===== src/rtl/breadboard_pkg.sv =====
// -----------------------------------------------------------------------------
// breadboard_pkg
// Shared constants, FSM state type and signature helper for the breadboard
// sweeper. Imported by the interface, the capture memory and the top level.
// Optional feature macro (used by the importers): SWEEP_SIGNATURE_EN
// -----------------------------------------------------------------------------
package breadboard_pkg;

    localparam int NUM_ROWS = 16;   // truth-table rows for 4 inputs
    localparam int IDX_W    = 4;    // row index width
    localparam int SIG_W    = 16;   // sweep signature width
    localparam int CNT_W    = 8;    // settle counter width (SETTLE_CYCLES <= 255)

    typedef enum logic [2:0] {
        IDLE    = 3'd0,
        DRIVE   = 3'd1,
        SETTLE  = 3'd2,
        CAPTURE = 3'd3,
        DONE    = 3'd4
    } state_t;

    // Rotate-left-by-one then fold in the (zero-extended) captured row.
    function automatic logic [SIG_W-1:0] sig_next(input logic [SIG_W-1:0] s,
                                                  input logic [SIG_W-1:0] f);
        return {s[SIG_W-2:0], s[SIG_W-1]} ^ f;
    endfunction

endpackage


===== src/rtl/breadboard_sweeper_if.sv =====
// -----------------------------------------------------------------------------
// breadboard_sweeper_if
// Bundles the sweeper's control, breadboard drive/sense and readback signals.
//   slave  : the sweeper (drives w,x,y,z, status, strobes, rd_data, sig)
//   master : host / bench (drives start, rd_addr; breadboard drives f_in)
// Optional macro SWEEP_SIGNATURE_EN adds the 16-bit sig output.
// -----------------------------------------------------------------------------
interface breadboard_sweeper_if #(
    parameter int NUM_OUT = 10
);
    logic                            start;
    logic                            w;
    logic                            x;
    logic                            y;
    logic                            z;
    logic [NUM_OUT-1:0]              f_in;
    logic                            busy;
    logic                            done;
    logic                            row_valid;
    logic [breadboard_pkg::IDX_W-1:0] row_index;
    logic [NUM_OUT-1:0]              row_data;
    logic [breadboard_pkg::IDX_W-1:0] rd_addr;
    logic [NUM_OUT-1:0]              rd_data;
`ifdef SWEEP_SIGNATURE_EN
    logic [breadboard_pkg::SIG_W-1:0] sig;
`endif

    modport slave (
`ifdef SWEEP_SIGNATURE_EN
        output sig,
`endif
        input  start, f_in, rd_addr,
        output w, x, y, z, busy, done, row_valid, row_index, row_data, rd_data
    );

    modport master (
`ifdef SWEEP_SIGNATURE_EN
        input  sig,
`endif
        output start, f_in, rd_addr,
        input  w, x, y, z, busy, done, row_valid, row_index, row_data, rd_data
    );

endinterface


===== src/rtl/sweep_capture_mem.sv =====
// -----------------------------------------------------------------------------
// sweep_capture_mem
// 16 x NUM_OUT result table: synchronous write, combinational read,
// synchronous clear while rst is high.
// Ports: clk, rst, i_we, i_waddr, i_wdata (write side);
//        i_raddr -> o_rdata (asynchronous read side).
// -----------------------------------------------------------------------------
module sweep_capture_mem
    import breadboard_pkg::*;
#(
    parameter int NUM_OUT = 10
) (
    input  logic               clk,
    input  logic               rst,
    input  logic               i_we,
    input  logic [IDX_W-1:0]   i_waddr,
    input  logic [NUM_OUT-1:0] i_wdata,
    input  logic [IDX_W-1:0]   i_raddr,
    output logic [NUM_OUT-1:0] o_rdata
);

    logic [NUM_OUT-1:0] r_mem [NUM_ROWS];

    // Table storage: cleared by reset, one row written per capture.
    always_ff @(posedge clk) begin
        if (rst) begin
            for (int i = 0; i < NUM_ROWS; i++) begin
                r_mem[i] <= {NUM_OUT{1'b0}};
            end
        end else if (i_we) begin
            r_mem[i_waddr] <= i_wdata;
        end
    end

    // A read of the row being written sees the old value until the edge.
    assign o_rdata = r_mem[i_raddr];

endmodule


===== src/rtl/breadboard_sweeper.sv =====
// -----------------------------------------------------------------------------
// breadboard_sweeper
// Steps the 4-input breadboard through all 16 rows, waits SETTLE_CYCLES per
// row, captures f_in into a result table and strobes each captured row.
// Ports: clk, rst (sync, active-high), bus (breadboard_sweeper_if.slave):
//   start, w/x/y/z, f_in, busy, done, row_valid/row_index/row_data,
//   rd_addr/rd_data, and sig when SWEEP_SIGNATURE_EN is defined.
// Optional macro: SWEEP_SIGNATURE_EN (16-bit rotate/xor signature of a sweep).
// -----------------------------------------------------------------------------
module breadboard_sweeper
    import breadboard_pkg::*;
#(
    parameter int SETTLE_CYCLES = 4,
    parameter int NUM_OUT       = 10
) (
    input  logic                 clk,
    input  logic                 rst,
    breadboard_sweeper_if.slave  bus
);

    if (SETTLE_CYCLES < 1 || SETTLE_CYCLES > 255) begin : g_bad_settle
        $error("breadboard_sweeper: SETTLE_CYCLES must be 1..255");
    end
    if (NUM_OUT < 1 || NUM_OUT > 16) begin : g_bad_num_out
        $error("breadboard_sweeper: NUM_OUT must be 1..16");
    end

    localparam logic [CNT_W-1:0] LP_SETTLE = CNT_W'(SETTLE_CYCLES);

    state_t             r_state;
    logic [IDX_W-1:0]   r_idx;
    logic [CNT_W-1:0]   r_cnt;
    logic [3:0]         r_wxyz;
    logic               r_busy;
    logic               r_done;
    logic               r_row_valid;
    logic [IDX_W-1:0]   r_row_index;
    logic [NUM_OUT-1:0] r_row_data;
    logic               w_we;
    logic [NUM_OUT-1:0] w_rd_data;
`ifdef SWEEP_SIGNATURE_EN
    logic [SIG_W-1:0]   r_sig;
`endif

    // Sweep FSM with row index, settle counter and all registered outputs.
    always_ff @(posedge clk) begin
        if (rst) begin
            r_state     <= IDLE;
            r_idx       <= {IDX_W{1'b0}};
            r_cnt       <= {CNT_W{1'b0}};
            r_wxyz      <= 4'b0000;
            r_busy      <= 1'b0;
            r_done      <= 1'b0;
            r_row_valid <= 1'b0;
            r_row_index <= {IDX_W{1'b0}};
            r_row_data  <= {NUM_OUT{1'b0}};
`ifdef SWEEP_SIGNATURE_EN
            r_sig       <= {SIG_W{1'b0}};
`endif
        end else begin
            r_row_valid <= 1'b0;
            case (r_state)
                IDLE, DONE: begin
                    if (bus.start) begin
                        r_idx   <= {IDX_W{1'b0}};
                        r_busy  <= 1'b1;
                        r_done  <= 1'b0;
                        r_state <= DRIVE;
`ifdef SWEEP_SIGNATURE_EN
                        r_sig   <= {SIG_W{1'b0}};
`endif
                    end
                end
                DRIVE: begin
                    r_wxyz  <= r_idx;
                    r_cnt   <= LP_SETTLE;
                    r_state <= SETTLE;
                end
                SETTLE: begin
                    // Leaving on count==1 gives exactly SETTLE_CYCLES here.
                    r_cnt <= r_cnt - CNT_W'(1);
                    if (r_cnt <= CNT_W'(1)) begin
                        r_state <= CAPTURE;
                    end
                end
                CAPTURE: begin
                    r_row_valid <= 1'b1;
                    r_row_index <= r_idx;
                    r_row_data  <= bus.f_in;
`ifdef SWEEP_SIGNATURE_EN
                    r_sig       <= sig_next(r_sig, SIG_W'(bus.f_in));
`endif
                    if (r_idx == IDX_W'(NUM_ROWS - 1)) begin
                        r_busy  <= 1'b0;
                        r_done  <= 1'b1;
                        r_state <= DONE;
                    end else begin
                        r_idx   <= r_idx + IDX_W'(1);
                        r_state <= DRIVE;
                    end
                end
                default: begin
                    r_state <= IDLE;
                end
            endcase
        end
    end

    assign w_we = (r_state == CAPTURE);

    sweep_capture_mem #(
        .NUM_OUT (NUM_OUT)
    ) u_mem (
        .clk     (clk),
        .rst     (rst),
        .i_we    (w_we),
        .i_waddr (r_idx),
        .i_wdata (bus.f_in),
        .i_raddr (bus.rd_addr),
        .o_rdata (w_rd_data)
    );

    assign bus.w         = r_wxyz[3];
    assign bus.x         = r_wxyz[2];
    assign bus.y         = r_wxyz[1];
    assign bus.z         = r_wxyz[0];
    assign bus.busy      = r_busy;
    assign bus.done      = r_done;
    assign bus.row_valid = r_row_valid;
    assign bus.row_index = r_row_index;
    assign bus.row_data  = r_row_data;
    assign bus.rd_data   = w_rd_data;
`ifdef SWEEP_SIGNATURE_EN
    assign bus.sig       = r_sig;
`endif

endmodule


===== src/flat_wrapper.sv =====
// flat-port wrapper written by rule: the top's interface ports become plain ports
module breadboard_sweeper_flat import breadboard_pkg::*;
#(
    parameter int SETTLE_CYCLES = 4,
    parameter int NUM_OUT       = 10
)
  (clk, rst, bus_start, bus_f_in, bus_rd_addr, bus_w, bus_x, bus_y, bus_z, bus_busy, bus_done, bus_row_valid, bus_row_index, bus_row_data, bus_rd_data);
  breadboard_sweeper_if #(.NUM_OUT(NUM_OUT)) bus_i ();
  input  logic clk;
  input  logic rst;
  input wire logic [$bits(bus_i.start)-1:0] bus_start;
  input wire logic [$bits(bus_i.f_in)-1:0] bus_f_in;
  input wire logic [$bits(bus_i.rd_addr)-1:0] bus_rd_addr;
  output wire logic [$bits(bus_i.w)-1:0] bus_w;
  output wire logic [$bits(bus_i.x)-1:0] bus_x;
  output wire logic [$bits(bus_i.y)-1:0] bus_y;
  output wire logic [$bits(bus_i.z)-1:0] bus_z;
  output wire logic [$bits(bus_i.busy)-1:0] bus_busy;
  output wire logic [$bits(bus_i.done)-1:0] bus_done;
  output wire logic [$bits(bus_i.row_valid)-1:0] bus_row_valid;
  output wire logic [$bits(bus_i.row_index)-1:0] bus_row_index;
  output wire logic [$bits(bus_i.row_data)-1:0] bus_row_data;
  output wire logic [$bits(bus_i.rd_data)-1:0] bus_rd_data;
  assign bus_i.start = bus_start;
  assign bus_i.f_in = bus_f_in;
  assign bus_i.rd_addr = bus_rd_addr;
  assign bus_w = bus_i.w;
  assign bus_x = bus_i.x;
  assign bus_y = bus_i.y;
  assign bus_z = bus_i.z;
  assign bus_busy = bus_i.busy;
  assign bus_done = bus_i.done;
  assign bus_row_valid = bus_i.row_valid;
  assign bus_row_index = bus_i.row_index;
  assign bus_row_data = bus_i.row_data;
  assign bus_rd_data = bus_i.rd_data;
  breadboard_sweeper #(.SETTLE_CYCLES(SETTLE_CYCLES), .NUM_OUT(NUM_OUT)) u_core (.clk(clk), .rst(rst), .bus(bus_i));
endmodule

===== config.mk =====
export PLATFORM = sky130hd
export DESIGN_NAME = breadboard_sweeper_flat
export DESIGN_NICKNAME = d
export VERILOG_FILES = /design/src/rtl/breadboard_pkg.sv /design/src/rtl/breadboard_sweeper_if.sv /design/src/rtl/sweep_capture_mem.sv /design/src/rtl/breadboard_sweeper.sv /design/src/flat_wrapper.sv
export SDC_FILE = /design/constraint.sdc
export NUM_CORES = 1
export LEC_CHECK = 0
export CAP_MARGIN = 20
export CORE_ASPECT_RATIO = 1.2
export CORE_MARGIN = 2
export CORE_UTILIZATION = 60
export DETAILED_ROUTE_END_ITERATION = 6
export GPL_TIMING_DRIVEN = 0
export MAX_ROUTING_LAYER = met4
export PLACE_DENSITY_LB_ADDON = 0.15
export SYNTH_ARGS = -nofsm -noshare
export SYNTH_HDL_FRONTEND = slang
export SYNTH_SLANG_ARGS = --single-unit
export TNS_END_PERCENT = 30

===== constraint.sdc =====
create_clock -name clk -period 3.8 [get_ports clk]
set_clock_uncertainty 0.2 [all_clocks]
set_input_delay 1.14 -clock clk [delete_from_list [all_inputs] [get_ports clk]]
set_output_delay 1.14 -clock clk [all_outputs]
set_load 0.005 [all_outputs]

== Word level (Yosys, flattened, before mapping) ==
Memory sizes are Yosys's and may differ from the RTL's.
Index checks and enable logic that the tools add are counted.
Widths: inputs -> output; s select.

* Register bits after elaboration: 36
* Bits in latches: 0
* Memory bits (writable): 160
* Bits in read-only memories: 0
* Input port bits: 17
* Memories kept: 1

* Add/sub/neg operators: 2
* Multiply operators: 0
* Div/mod/pow operators: 0
* Order comparisons: 1
* Equal/unequal tests: 9
* Shifts and indexed selects: 0
* Multiplexer cells: 22
* Bitwise operators: 0
* Reduce and logical (&&, ||, !) cells: 8

{| class="wikitable"
|+ Memory list
! memory !! depth !! bits a word !! read ports !! clocked after Yosys merged registers in !! write ports !! RTL line !! text
|-
| u_core.u_mem.r_mem || 16 || 10 || 1 || 0 || 16 || sweep_capture_mem.sv:22 || <nowiki>logic [NUM_OUT-1:0] r_mem [NUM_ROWS];</nowiki>
|}

{| class="wikitable"
|+ Operators with widths
! operator !! count
|-
| $pmux 8 s2 || 1
|-
| $mux 4 || 3
|-
| $pmux 3 s4 || 1
|-
| $mux 1 || 10
|-
| $mux 10 || 1
|-
| $reduce_or 10->1 || 1
|-
| $mux 3 || 3
|-
| $le 8x1->1 const B || 1
|-
| $pmux 4 s2 || 1
|-
| $sub 8x1->8 const B || 1
|-
| $eq 3x2->1 const B || 2
|-
| $reduce_and 3->1 || 2
|-
| $add 4x1->4 const B || 1
|-
| $eq 4x4->1 const B || 1
|-
| $ne 2x1->1 const B || 2
|-
| $ne 2x2->1 const B || 2
|-
| $pmux 1 s2 || 2
|-
| $reduce_bool 2->1 || 2
|-
| $eq 3x1->1 const B || 1
|-
| $eq 3x3->1 const B || 1
|-
| $logic_not 3->1 || 1
|-
| $reduce_and 2->1 || 1
|-
| $reduce_or 2->1 || 1
|}

== Logic depth before layout (Yosys ltp) ==
Gate-level depths: netlist (run 1).

* Depth in word-level cells: 6
* Depth in mapped cells: 6
* Mapped depth without buffers: 5

== By module ==
From an unflattened synthesis (run 1), not the netlist that was laid out.

* Cell total of the unflattened synthesis: 649
* Area total of the unflattened synthesis: 8811.0 um2

{| class="wikitable"
|+ Modules (own cells, without submodules)
! module !! instances !! cells each !! area an instance (um2) !! seq. area each (um2)
|-
| sweep_capture_mem || 1 || 473 || 7314.5 || 4804.6
|-
| breadboard_sweeper || 1 || 176 || 1496.4 || 720.7
|}

== Least setup slack after synthesis (run 1) ==
No wires, ideal clock.

* Path type: input to output
* From: input bus_rd_addr[0]
* To: output bus_rd_data[0]
* Arrival: 2.330 ns
* Setup slack: 0.130 ns
* Stages: 5
* Cell sequence: clkbuf_1 -> buf_2 -> mux4_2 -> a22oi_1 -> nand2_1

* Cells in the longest elaborated chain, start to end: 1

{| class="wikitable"
|+ Ends and longest elaborated chain
! element !! RTL line !! text
|-
| from (decl) || flat_wrapper.sv:13 || <nowiki>input wire logic [$bits(bus_i.rd_addr)-1:0] bus_rd_addr;</nowiki>
|-
| $mem_v2 16x10 || - ||
|-
| to (decl) || flat_wrapper.sv:23 || <nowiki>output wire logic [$bits(bus_i.rd_data)-1:0] bus_rd_data;</nowiki>
|}

Every way passes these cells.

== Final worst setup path (run 1) ==
* From: input bus_rd_addr[0]
* To: output bus_rd_data[1]

Same word-level chain as after synthesis.

==> results of run 1 <==
## power groups by stage
stage / clock, mW / combinational (mW) / sequential, mW
global placement: 0 / 0.674 / 2.54
finish: 1.82 / 0.744 / 2.50
global route: 1.87 / 0.802 / 2.52
floorplan: 0 / 0.464 / 2.53
detailed placement: 0 / 0.690 / 2.55
CTS: 1.81 / 0.736 / 2.50
## synthesized netlist by cell type, types with 6 or more instances
| master | n | area [µm²] |
|---|---|---|
| ha_1 | 6 | 75.1 |
| nor2b_1 | 8 | 50.1 |
| buf_6 | 8 | 90.1 |
| mux4_2 | 40 | 901 |
| a21oi_1 | 25 | 125 |
| dfxtp_1 | 36 | 721 |
| clkbuf_1 | 24 | 90.1 |
| a21o_1 | 16 | 120 |
| nor2_1 | 172 | 646 |
| buf_2 | 15 | 75.1 |
| inv_1 | 10 | 37.5 |
| a22oi_1 | 20 | 150 |
| edfxtp_1 | 160 | 4800 |
| buf_1 | 6 | 22.5 |
| nand2_1 | 78 | 293 |
## cells in the final DEF (no fill, tap or decap), types with 3 or more instances in the layout
master	Yosys	final
nor2_1	172	171
edfxtp_1	160	160
nand2_1	78	78
mux4_2	40	40
dfxtp_1	36	36
clkdlybuf4s50_1	0	33
a21oi_1	25	25
clkbuf_1	24	21
clkbuf_16	0	18
buf_2	15	17
a22oi_2	0	16
a21o_1	16	16
buf_6	8	14
buf_4	1	14
inv_1	10	10
buf_12	0	7
nor2b_1	8	7
ha_1	6	6
o31ai_1	5	5
nand3_1	5	5
nor3b_1	5	5
clkbuf_2	0	4
a22oi_1	20	4
nor3_1	4	4
or3_1	4	4
mux2i_1	4	4
nand2b_1	3	3
nor4_1	3	3
buf_1	6	3
o211ai_1	3	3
and3_1	3	3
a211oi_1	3	3
o21ba_2	3	3
o21ai_0	3	3
inv_6	0	3
bufinv_16	0	3
clkinv_2	0	3
dlygate4sd2_1	0	3
## kinds of logic (layout without fill, tap and decap cells)
group	count (synthesis)	count (layout)	synth area share, %
compound gates	83	83	6.49
xor+xnor	1	1	0.100
fa+ha+maj	6	6	0.859
buf+inv	64	162	3.70
flops	196	196	63.2
mux	46	46	11.0
simple gates	299	299	14.6
## flip-flops by register name, indices dropped and copies added, names as in the netlist
signal and flops:
u_core.bus.row_index 4, u_core.r_wxyz 4, u_core.bus.busy 1, u_core.u_mem.r_mem 160, u_core.r_cnt 8, u_core.bus.row_data 10
u_core.r_state 3, u_core.bus.row_valid 1, u_core.bus.done 1, u_core.r_idx 4
## worst min path at each step
stage | to | start | depth (start not counted)
6_report | u_core.bus.row_index[2] | u_core.bus.row_index[2] | 2
2_1_floorplan | u_core.bus.row_data[0] | u_core.bus.row_data[0] | 2
3_5_place_dp | u_core.bus.row_index[2] | u_core.bus.row_index[2] | 2
5_1_grt | u_core.bus.row_data[8] | u_core.bus.row_data[8] | 2
3_3_place_gp | u_core.bus.row_data[7] | u_core.bus.row_data[7] | 2
4_1_cts | u_core.bus.row_index[2] | u_core.bus.row_index[2] | 2
## area by class of cell
| class | count | area (µm²) |
|---|---|---|
| well taps | 175 | 219 |
| clock inverters | 13 | 154 |
| flip-flops and latches | 196 | 5530 |
| inverters | 10 | 37.5 |
| fillers | 953 | 3900 |
| plain buffers | 53 | 383 |
| clock buffers | 19 | 433 |
| repair buffers | 67 | 663 |
| multi-input cells | 435 | 2980 |
## what timing repair did
action | 4_1_cts | 5_1_grt
hold buffers | 0 | 0
cloned | 1 | 0
resized for setup | 87 | 5
pin swaps | 20 | 6
setup buffers | 20 | 1
endpoints found under the setup margin | 10 | 10
## per-layer routing
layer	global-route usage, %	vias up	routed length, µm
li1	-	2675	-
met1	39.5	2946	8350
met2	54.3	352	12100
met3	6.46	78	2090
met4	18.7	0	1480
met5	-	-	0
## worst max-delay path: stages
cell and delay, ns:
clkbuf_16 0.14, buf_12 0.13, buf_6 0.10, buf_6 0.09, mux4_2 0.49, a22oi_2 0.22, nand2_1 0.12, buf_2 0.14
==> results by group, run 1 <==
Run status
  – Status: finished with violations
  – Failing checks: setup timing

STA
  – RSZ-0062 raised after global routing: yes
  – Pin slew with the least headroom to its limit: 0.598 ns
  – Fin crit share: 103%
  – Post-route setup TNS: -0.420 ns
  – Final WS setup: -0.103 ns
  – Max Freq: 0.256 GHz
  – Hold_ws: about 0.26 ns
  – Min Tclk post-route: 3.90 ns
  – Final hold violation count: 0
  – Slew headroom: 59.8%
  – Fin. max-slew vios: 0
  – Finish-stage setup viols: 9

Worst setup path
  – Origin of the critical flop-to-flop path: u_core.r_state[2]
  – R2r setup slk: 1.36 ns
  – Worst Setup SP: bus_rd_addr[0]
  – Crit path max fanout: 5
  – CP Data Arrival Time: 2.56 ns
  – Worst reg2reg path depth: 4
  – Startpoint types: primary input
  – Reg2reg end: u_core.u_mem.r_mem[0][5]
  – CP endpoint: bus_rd_data[1]
  – Setup crit end kind: output port
  – Critical path class: primary input to output port
  – CP required: between 2 and 2.5 ns

Routing
  – DR vias: 6051
  – Final wirelength: 24000 µm
  – 1st-iter DRT viols: slightly below 600
  – Per-cell routed wire length: 24.8 µm
  – DRC: 0
  – Vias per cell: around 6.3
  – Detail Route Antenna Nets: 0
  – Drt first pass iters: 5

Global route
  – Tot GR Track Use: roughly a third
  – First-pass GRT wire length: between 30000 and 40000 µm
  – Vias in the first global route: 6189
  – Initial antenna violation count: 0
  – Largest net degree at the start of global routing: 17
  – Grt total ovfl: 0

Yosys
  – Top_reg_cell synth: edfxtp_1
  – Post-Syn Area: 8740 µm²
  – Netlist cell types: 46
  – Asr flop ratio synth: 0%
  – Yosys reg bits: ~200
  – Number of flops mapped to enable cells by yosys: 160
  – Post-synthesis net count: 718
  – Mapped Avg Cell Area: approximately 13 µm²
  – Cells after Synth: 695
  – Synth warn: 0
  – Seq/Total Area, Yosys: 63.2%

Power and ir drop
  – Combinational share of power: about 15%
  – Clock share of power: a little over a third
  – NetSw: 1.28 mW
  – Flop pwr share: 49.4%
  – Sw Share: approximately 25%
  – Worst VDD drop: approximately 0.32 mV
  – Total internal power: 3.79 mW
  – Power Density: 487 nW/µm²
  – Lkg Pwr: 3.58 nW
  – Pwr Total: 5.07 mW

CTS
  – Clock Latency Late Sink: 0.44 ns
  – CTS sink cnt: slightly below 200
  – Clk buf depth: 2
  – TritonCTS Buffers: 17
  – H-tree Lvls: 4
  – CTS tree: yes
  – Clock root buffer: clkbuf_16
  – Clock Pin Slew Worst Setup and Hold Paths: around 0.070 ns

Placed design
  – Post-place setup slack: -0.873 ns
  – IO Port Bufs: 45
  – Area after DPL: 9410 µm²
  – DPL Wire Length: roughly 16000 µm
  – Routability congestion estimate: around 0.9
  – Placed cells: 915

Die
  – Ports: 48
  – Starting density of the core: between 60 and 70%
  – Die Span Y: around 140 µm
  – Die area: 15500 µm²
  – Placeable Area: approximately 14000 µm²
  – Rows: 48
  – Width of the die: 114 µm

Cells and area
  – Synth-to-layout area growth: 19.0%
  – Antenna cells: 0
  – Layout Cell Area excl Fill: 10400 µm²
  – Post-layout util: about 73%
  – Nets: ~800
  – Share of layout cells above drive strength 1: 19.4%
  – Final std cells w/o fill: around 970

Flow run
  – Max-cap violations: 0

Min path
  – Worst Hold Class: flop to flop
No activity file was read; power rests on OpenSTA's default activity.
==> run 2: changes to the inputs <==
- ABC_CLOCK_PERIOD_IN_PS: default -> 3400
- CORE_UTILIZATION: 60 -> 54
- SLEW_MARGIN: default -> 20
- clock period: 3.8 -> 3.4 ns (I/O delays scaled with it)
==> run 2 against run 1 <==
Compared with the run above: the run still ends with setup timing left; first-iteration DRC count is 32% higher; die area is 11% higher; non-clock buffer count is 3 lower; final cell count is 3.1% higher; register-to-register slack worse by 0.50 ns; global-route usage is 2.6 points lower; total power is 10% higher; count of clock-buffer cells in the layout is 2 higher; sequential power is 12% higher; critical path depth is 1 lower; worst hold slack worse by 0.0045 ns; via count is 2.1% higher; largest cell class unchanged; largest power group unchanged.
==> results by group, run 2 (same netlist as run 1, synthesis figures left out) <==
CTS
  – CTS sink cnt: 196
  – Clock Pin Slew Worst Setup and Hold Paths: 0.06 ns
  – Clock root buffer: clkbuf_16
  – Clk buf depth: 2
  – H-tree Lvls: 4
  – CTS tree: yes
  – TritonCTS Buffers: 17
  – Hold buffer count at cts: 0
  – Clock Latency Late Sink: 0.44 ns

Power and ir drop
  – Worst VDD drop: between 0.3 and 0.4 mV
  – Lkg Pwr: between 3 and 4 nW
  – Power Density: 538 nW/µm²

STA
  – Finish-stage setup viols: 10
  – Max Freq: 0.271 GHz
  – Final WS setup: -0.285 ns
  – Hold_ws: 0.256 ns
  – Min Tclk post-route: between 3 and 4 ns
  – Pin slew with the least headroom to its limit: 0.666 ns
  – Slew headroom: 55.6%
  – Fin crit share: 108%
  – Fin. max-slew vios: 0
  – RSZ-0062 raised after global routing: yes
  – Final hold violation count: 0

Die
  – Ports: 48
  – Rows: 50
  – Width of the die: 120 µm
  – Die Span Y: 143 µm
  – Placeable Area: between 15000 and 20000 µm²
  – Die area: 17200 µm²
  – Starting density of the core: 55.6%

Run status
  – Failing checks: setup timing
  – Status: finished with violations

Placed design
  – Routability congestion estimate: between 0.9 and 1
  – IO Port Bufs: 45
  – Placed cells: 948
  – DPL Wire Length: between 15000 and 20000 µm

Min path
  – Worst Hold Class: flop to flop
  – Hold depth: 2
  – Worst hold start: u_core.bus.row_data[2]
  – Hold Path End: u_core.bus.row_data[2]

Worst setup path
  – Startpoint types: primary input
  – Crit path max fanout: 5
  – Setup crit end kind: output port
  – Worst reg2reg path depth: 4
  – Critical path class: primary input to output port
  – R2r setup slk: 0.86 ns
  – CP required: 2.18 ns
  – Origin of the critical flop-to-flop path: u_core.r_state[2]
  – Reg2reg end: u_core.u_mem.r_mem[3][3]
  – CP Data Arrival Time: 2.47 ns

Global route
  – Vias in the first global route: 6299
  – Grt total ovfl: 0
  – Tot GR Track Use: 30.9%
  – Largest net degree at the start of global routing: 17
  – First-pass GRT wire length: 36400 µm
  – Initial antenna violation count: 0

Cells and area
  – Fillers: 1170
  – Commonest non-fill, non-tap cell in the layout: nor2_1
  – Max FFs per register: 160
  – Final std cells w/o fill: between 900 and 1000
  – Nets: 800
  – Antenna cells: 0
  – Synth-to-layout area growth: 18.7%
  – Share of layout cells above drive strength 1: around a fifth
  – Largest Register: u_core.u_mem.r_mem
  – Commonest cells after routing, fill and taps aside: 171 x nor2_1, 160 x edfxtp_1, 77 x nand2_1

Routing
  – 1st-iter DRT viols: about 770
  – Per-cell routed wire length: 25.0 µm
  – Drt first pass iters: 5
  – Vias per cell: around 6.2
  – DRC: 0
  – Detail Route Antenna Nets: 0
  – Final wirelength: between 20000 and 25000 µm
  – DR vias: approximately 6200

Flow run
  – Max-cap violations: 0
run 2: cell type report:
cell class | instances | area (µm²) | share of cell area, %
flip-flops and latches | 196 | 5530 | 53.3
multi-input cells | 435 | 2990 | 28.8
plain buffers | 53 | 379 | 3.66
well taps | 208 | 260 | 2.51
clock inverters | 11 | 111 | 1.07
clock buffers | 21 | 440 | 4.25
repair buffers | 64 | 627 | 6.05
inverters | 10 | 37.5 | 0.362
run 2: per-layer routing:
| metal | vias to the layer above | part of all wire (%) | GRT usage [%] |
|---|---|---|---|
| li1 | 2670 | - | - |
| met1 | 3041 | 35 | 35.4 |
| met2 | 375 | 51 | 51.0 |
| met3 | 93 | 8.5 | 5.04 |
| met4 | 0 | 6.1 | 19.4 |
| met5 | - | 0 | - |
run 2: worst max path at each step:
stage / from / to / slack [ns] / cells after the start
global placement: bus_rd_addr[2] / bus_rd_data[1] / -1.10 / 5
global route: bus_rd_addr[0] / bus_rd_data[1] / -0.29 / 7
CTS: bus_rd_addr[0] / bus_rd_data[1] / -0.27 / 7
detailed placement: bus_rd_addr[2] / bus_rd_data[1] / -1.15 / 5
finish: bus_rd_addr[0] / bus_rd_data[1] / -0.29 / 7
floorplan: bus_rd_addr[0] / bus_rd_data[0] / 0.04 / 5
run 2: where the power goes:
group	internal (mW)	switching (mW)	leakage [nW]	total [mW]
Combinational	0.358	0.488	1.33	0.846
Sequential	2.72	0.0784	1.94	2.80
Clock	1.07	0.862	0.267	1.93
run 2: stage by stage:
stage,setup TNS [ns],power [mW],util (%),area [µm²],worst slack [ns]
after global routing,-2.37,5.74,66.0,10400,-0.291
after CTS,-1.88,5.57,65.9,10300,-0.270
after detailed placement,-14.01,3.64,60.2,9460,-1.15
after floorplan,0,3.35,-,8750,0.0356
final,-2.05,5.58,66.0,10400,-0.285
after global placement,-12.42,3.60,60.2,9460,-1.10
run 2: worst max-delay path, cell delays in order:
cell       delay (ns)
clkbuf_16        0.14
buf_12           0.13
buf_12           0.11
mux4_2           0.51
a22oi_2          0.29
nand2_1          0.10
buf_2            0.15
run 2: repair_timing:
action / CTS / global route
resized for setup: 83 / 3
pin swaps: 25 / 1
buffers inserted: 17 / 1
cloned: 1 / 0
setup endpoints to repair: 10 / 10
endpoints found under the hold margin: 0 / 0
